==> src/rtl/timer_pkg.sv <==
// Shared definitions for the memory-mapped timer: register map, TCON layout,
// and the word-offset decode helper.
package timer_pkg;

  localparam int unsigned DATA_W = 32;
  localparam int unsigned PSC_W  = 28;

  localparam logic [3:0] OFF_TH   = 4'h0;
  localparam logic [3:0] OFF_TL   = 4'h4;
  localparam logic [3:0] OFF_TCON = 4'h8;
  localparam logic [3:0] OFF_PSC  = 4'hC;

  localparam int unsigned TCON_EN   = 0;
  localparam int unsigned TCON_IEN  = 1;
  localparam int unsigned TCON_STAT = 2;

  typedef enum logic [1:0] {
    REG_TH   = 2'd0,
    REG_TL   = 2'd1,
    REG_TCON = 2'd2,
    REG_PSC  = 2'd3
  } reg_e;

  // Bit order matches the TCON layout: stat[2], ien[1], en[0].
  typedef struct packed {
    logic stat;
    logic ien;
    logic en;
  } tcon_t;

  // Map address bits [3:2] onto a register selector.
  function automatic reg_e reg_decode(input logic [1:0] word);
    reg_e r;
    r = REG_TH;
    case ({word, 2'b00})
      OFF_TH:   r = REG_TH;
      OFF_TL:   r = REG_TL;
      OFF_TCON: r = REG_TCON;
      OFF_PSC:  r = REG_PSC;
      default:  r = REG_TH;
    endcase
    return r;
  endfunction

endpackage

==> src/rtl/timer_ctrl_if.sv <==
// CPU data-bus view of a memory-mapped peripheral: byte address, write data,
// strobes and combinational read data.
interface timer_ctrl_if;
  import timer_pkg::*;

  logic [DATA_W-1:0] addr;
  logic [DATA_W-1:0] wdata;
  logic [DATA_W-1:0] rdata;
  logic              mem_write;
  logic              mem_read;

  modport master (output addr, wdata, mem_write, mem_read, input rdata);
  modport slave  (input addr, wdata, mem_write, mem_read, output rdata);
endinterface

==> src/rtl/tick_prescaler.sv <==
// Programmable enable-pulse generator: one tick every psc+1 enabled cycles.
// Reusable for any sysclk-derived rate (timer, UART, display scan).
module tick_prescaler #(
  parameter int unsigned PSC_W = timer_pkg::PSC_W
) (
  input  logic             sysclk,
  input  logic             reset,
  input  logic             en,
  input  logic [PSC_W-1:0] psc,
  input  logic             psc_load,
  output logic             tick
);

  logic [PSC_W-1:0] pcnt;
  logic             at_term;

  assign at_term = (pcnt == psc);
  // A terminal reload restarts the period, so that edge never ticks.
  assign tick    = en & at_term & ~psc_load;

  always_ff @(posedge sysclk or posedge reset) begin
    if (reset) begin
      pcnt <= '0;
    end else if (psc_load) begin
      pcnt <= '0;
    end else if (en) begin
      pcnt <= at_term ? '0 : pcnt + PSC_W'(1);
    end
  end

endmodule

==> src/rtl/timer_ctrl.sv <==
// Memory-mapped timer: programmable prescaler driving a reloadable 32-bit
// up-counter that flags overflow and raises a level interrupt.
module timer_ctrl #(
  parameter logic [31:0]      BASE_ADDR = 32'h4000_0000,
  parameter int unsigned      PSC_W     = timer_pkg::PSC_W,
  parameter logic [PSC_W-1:0] PSC_RESET = PSC_W'(32'd6_249_999)
) (
  input  logic         sysclk,
  input  logic         reset,
  timer_ctrl_if.slave  bus,
  output logic         tick_out,
  output logic         irq
);
  import timer_pkg::*;

  logic [DATA_W-1:0] th;
  logic [DATA_W-1:0] tl;
  tcon_t             tcon;
  logic [PSC_W-1:0]  psc;

  logic sel;
  reg_e rsel;
  logic wr_any;
  logic wr_th;
  logic wr_tl;
  logic wr_tcon;
  logic wr_psc;
  logic tick;
  logic tl_max;
  logic ovf;
  logic unused_addr_lsb;

  // Byte lane bits are irrelevant for word-only registers.
  assign unused_addr_lsb = ^bus.addr[1:0];

  assign sel     = (bus.addr[31:4] == BASE_ADDR[31:4]);
  assign rsel    = reg_decode(bus.addr[3:2]);
  assign wr_any  = bus.mem_write & sel;
  assign wr_th   = wr_any & (rsel == REG_TH);
  assign wr_tl   = wr_any & (rsel == REG_TL);
  assign wr_tcon = wr_any & (rsel == REG_TCON);
  assign wr_psc  = wr_any & (rsel == REG_PSC);

  tick_prescaler #(
    .PSC_W (PSC_W)
  ) u_prescaler (
    .sysclk   (sysclk),
    .reset    (reset),
    .en       (tcon.en),
    .psc      (psc),
    .psc_load (wr_psc),
    .tick     (tick)
  );

  assign tick_out = tick;

  // A CPU write to TL swallows the tick, including any overflow it would cause.
  assign tl_max = (tl == '1);
  assign ovf    = tick & tl_max & ~wr_tl;

  always_ff @(posedge sysclk or posedge reset) begin
    if (reset) begin
      th <= '0;
    end else if (wr_th) begin
      th <= bus.wdata;
    end
  end

  // Wrap reloads from TH (pre-write value if TH is written on the same edge).
  always_ff @(posedge sysclk or posedge reset) begin
    if (reset) begin
      tl <= '0;
    end else if (wr_tl) begin
      tl <= bus.wdata;
    end else if (tick) begin
      tl <= tl_max ? th : tl + DATA_W'(1);
    end
  end

  // Overflow setting stat wins over a simultaneous write-1-to-clear.
  always_ff @(posedge sysclk or posedge reset) begin
    if (reset) begin
      tcon <= '0;
    end else begin
      if (wr_tcon) begin
        tcon.en  <= bus.wdata[TCON_EN];
        tcon.ien <= bus.wdata[TCON_IEN];
      end
      if (ovf) begin
        tcon.stat <= 1'b1;
      end else if (wr_tcon && bus.wdata[TCON_STAT]) begin
        tcon.stat <= 1'b0;
      end
    end
  end

  always_ff @(posedge sysclk or posedge reset) begin
    if (reset) begin
      psc <= PSC_RESET;
    end else if (wr_psc) begin
      psc <= bus.wdata[PSC_W-1:0];
    end
  end

  assign irq = tcon.stat & tcon.ien;

  // Zero-wait-state read mux; idle bus reads as zero.
  always_comb begin
    bus.rdata = '0;
    if (bus.mem_read && sel) begin
      case (rsel)
        REG_TH:   bus.rdata = th;
        REG_TL:   bus.rdata = tl;
        REG_TCON: bus.rdata = {29'h0, tcon};
        REG_PSC:  bus.rdata = DATA_W'(psc);
        default:  bus.rdata = '0;
      endcase
    end
  end

endmodule
==> src/flat_wrapper.sv <==
// flat-port wrapper written by rule: the top's interface ports become plain ports
module timer_ctrl_flat import timer_pkg::*;
#(
  parameter logic [31:0]      BASE_ADDR = 32'h4000_0000,
  parameter int unsigned      PSC_W     = timer_pkg::PSC_W,
  parameter logic [PSC_W-1:0] PSC_RESET = PSC_W'(32'd6_249_999)
)
  (sysclk, reset, tick_out, irq, bus_addr, bus_wdata, bus_mem_write, bus_mem_read, bus_rdata);
  timer_ctrl_if bus_i ();
  input  logic sysclk;
  input  logic reset;
  output logic tick_out;
  output logic irq;
  input wire logic [$bits(bus_i.addr)-1:0] bus_addr;
  input wire logic [$bits(bus_i.wdata)-1:0] bus_wdata;
  input wire logic [$bits(bus_i.mem_write)-1:0] bus_mem_write;
  input wire logic [$bits(bus_i.mem_read)-1:0] bus_mem_read;
  output wire logic [$bits(bus_i.rdata)-1:0] bus_rdata;
  assign bus_i.addr = bus_addr;
  assign bus_i.wdata = bus_wdata;
  assign bus_i.mem_write = bus_mem_write;
  assign bus_i.mem_read = bus_mem_read;
  assign bus_rdata = bus_i.rdata;
  timer_ctrl #(.BASE_ADDR(BASE_ADDR), .PSC_W(PSC_W), .PSC_RESET(PSC_RESET)) u_core (.sysclk(sysclk), .reset(reset), .bus(bus_i), .tick_out(tick_out), .irq(irq));
endmodule
==> config.mk <==
export PLATFORM = sky130hd
export DESIGN_NAME = timer_ctrl_flat
export DESIGN_NICKNAME = d
export VERILOG_FILES = /design/src/rtl/timer_pkg.sv /design/src/rtl/timer_ctrl_if.sv /design/src/rtl/tick_prescaler.sv /design/src/rtl/timer_ctrl.sv /design/src/flat_wrapper.sv
export SDC_FILE = /design/constraint.sdc
export NUM_CORES = 1
export LEC_CHECK = 0
export ABC_AREA = 1
export ABC_CLOCK_PERIOD_IN_PS = 4000
export CAP_MARGIN = 20
export CORE_UTILIZATION = 45
export CTS_BUF_LIST = sky130_fd_sc_hd__clkbuf_16
export DETAILED_ROUTE_END_ITERATION = 16
export PLACE_DENSITY = 0.66
export SYNTH_ARGS = -nofsm -noshare
export SYNTH_HDL_FRONTEND = slang
export SYNTH_HIERARCHICAL = 1
export SYNTH_SLANG_ARGS = --single-unit
==> constraint.sdc <==
create_clock -name sysclk -period 4 [get_ports sysclk]
set_input_delay 0.8 -clock sysclk [delete_from_list [all_inputs] [get_ports sysclk]]
set_output_delay 0.8 -clock sysclk [all_outputs]
set_load 0.02 [all_outputs]
==> summary.txt <==
Status - finished, final reports clean
Die Y-Extent - 139 µm
Yosys warnings - 6
Placed Cells - 1618
Syn nets - 1391
Worst-path clk slew - 0.05 ns
Worst hold slack - 0.488 ns
Min setup slack post-route - 0.241 ns
Yosys cell types - 39
Endpoints failing setup - 0
Die area - 19400 µm²
# DRC - 0
H-tree depth - 4
Worst min-delay path class - reg2reg
Register bit total from synthesis - 123
Post-CTS Setup Repair Bufs - 0
Final hold vios - 0
Final GP Congestion - 0.928
Mapped Cells - 1321
Critical path's slowest cell - clkdlybuf4s50_1
Layout cell share with drive strength beyond 1 - 6.83%
Top cell type's share of synthesized area - 31.8%
Post-synthesis sequential area ratio - 36.5%
Maximum capacitance violations - 0
Most common cell after layout, fill and taps aside - nand2_1
Site Rows - 49
Yosys top cell by area - dfrtp_1
Latest clock arrival within the worst-skew pair - 0.42 ns
Nets - 1478
Clock sink count - 123
GRT Total Usage - 29.0%
Largest net degree at the start of global routing - 66
Syn avg cell area - 6.43 µm²
Via density - 5.37
Max stage delay on crit path - 0.67 ns
Leakage - 4.79 nW
Die width - 139 µm
Worst path required time - 3.20 ns
Worst-Margin Slew - 0.833 ns
TritonCTS clock tree - built
DR WL/cell - 16.6 µm
Commonest non-fill, non-tap cells in the layout - nand2_1, inv_1, nand3_1
Detail Route Antenna Nets - 0
Worst EP arrival - 2.96 ns
FMAX - 266 MHz
Power Density - 290 nW/µm²
Worst-case clock buffer depth - 2
Final HPWL DP - 19.4 mm
Worst-path maximum fanout - 32
CP Launch Type - primary input
PortBufs - 99
Area grow syn2layout - 21.5%
Post-CTS resize count - 0
DR vias - 8859
Root Buffer - clkbuf_16
Setup Skew - 0.0125 ns
Crit path capture type - primary output
Pre-CTS WS - 0.267 ns
Core area - 18200 µm²
Antenna fix cells - 0
Total wire length - 27.3 mm
Period utilisation layout - 94.0%
RSZ-0062 raised after global routing - no
Worst path bufs/invs - 3
CTS Hold Buffers Added - 0
Layout Cells excl Fill - 1650
Drt pass-1 iters - 8
Initial antenna violation count - 0
Synth Cell Area - 8500 µm²
Vias in the first global route - 8334
GR Overflow Total - 0
Final Power - 3.00 mW
Final Max Tran Viols - 0
Fin crit period - 3.76 ns
Peak supply drop - 0.292 mV
Number of I/O pins - 102
Crit-path cells - clkdlybuf4s50_1 > or2_0 > nor2_1 > nand2_1 > nor2_2 > nand2_1 > buf_12 > a31oi_1 > clkdlybuf4s50_1
Kind of critical path - in2out
Synth area leaders - dfrtp_1, nand2_1, nand3_1
Initial drt markers - 675
First-pass GRT wire length - 44.0 mm
Max transition margin - 44.4%
Sum Neg Setup Slack - 0 ns
Starting Density - 46.7%
Delay-heaviest family, CP - buffers and inverters
CTS buffer count - 17
## path summary, 6_finish.rpt
check,start,endpoint,slack [ns],cells after the start
worst min-delay path,u_core/psc[20]$_DFFE_PP1P_,u_core/psc[20]$_DFFE_PP1P_,0.49,2
worst max-delay path,bus_addr[29],bus_rdata[14],0.24,9
worst min register to register,u_core/psc[20]$_DFFE_PP1P_,u_core/psc[20]$_DFFE_PP1P_,0.49,2
max in group asynchronous,reset,u_core/psc[12]$_DFFE_PP1P_,2.27,3
worst max register to register,u_core/psc[0]$_DFFE_PP1P_,u_core/tl[21]$_DFFE_PP0P_,1.07,17
min in group asynchronous,reset,u_core/u_prescaler/pcnt[2]$_DFFE_PP0P_,0.85,3
## cells by family (layout without fill, tap and decap cells)
| family | Yosys count | in the layout | synth area share, % |
|---|---|---|---|
| flip-flops | 123 | 123 | 36.5 |
| AO/OA/AOI/OAI | 149 | 149 | 9.72 |
| adder cells (fa/ha/maj) | 2 | 2 | 0.295 |
| AND/OR/NAND/NOR | 820 | 820 | 40.9 |
| XOR/XNOR | 28 | 28 | 2.89 |
| buffers and inverters | 199 | 299 | 9.75 |
## state kept, by name, indices dropped and copies added, names as in the netlist
name / cells
u_core/th: 32
u_core/u_prescaler/pcnt: 28
u_core/tl: 32
u_core/psc: 28
u_core/tcon: 3
## metal layers
layer  share of wire, %  vias to the layer above  track usage, %
met5                  0                        -               0
met4                2.2                        0            10.2
met3                6.6                       38            5.37
met2                 48                      306            47.8
met1                 44                     4143            38.1
li1                   -                     4372               -
## per-stage QoR
step	instance area [µm²]	util [%]
after floorplan	8500	-
after global placement	9730	53.4
after detailed placement	9730	53.4
after CTS	10300	56.7
after global routing	10300	56.7
final	10300	56.7
## cell type report
| class | count | area, µm² |
|---|---|---|
| fillers | 1754 | 7880 |
| well taps | 229 | 287 |
| repair buffers | 120 | 1210 |
| flip-flops and latches | 123 | 3100 |
| multi-input cells | 999 | 4580 |
| clock inverters | 15 | 170 |
| clock buffers | 17 | 425 |
| inverters | 147 | 554 |
## power by group
group          switching, mW  internal [mW]  leakage, nW
logic                 0.0895         0.0731         3.01
clock network          0.568           1.02        0.302
registers          0.0000639           1.25         1.48
## worst min-delay path, delay by kind of cell (launching register included)
kind | cells | cell delay, ns
simple gates | 1 | 0.05
flops | 1 | 0.37
compound gates | 1 | 0.06
## Yosys cell counts
cell type	n
nand3_2	4
and2_1	2
inv_2	2
o21bai_4	1
or2_2	1
a21oi_1	25
a31oi_1	21
xnor2_1	13
nand2_1	503
clkbuf_1	21
buf_4	2
o21bai_1	2
and3_1	1
clkbuf_2	1
xor2_1	15
dfstp_2	15
o22ai_1	5
nor2_2	9
a21oi_2	3
buf_6	7
ha_1	2
nand3b_1	7
nand3_1	128
o21ai_0	84
a21o_1	1
dfrtp_1	108
buf_2	16
nor2_4	6
nor3_1	11
inv_1	142
o21ai_1	3
or2_0	1
clkinv_1	3
nand2_2	6
nand3_4	1
nand4_1	25
a221oi_1	4
nor2_1	115
buf_1	5
Note: power is estimated with default switching activity, not from simulation.
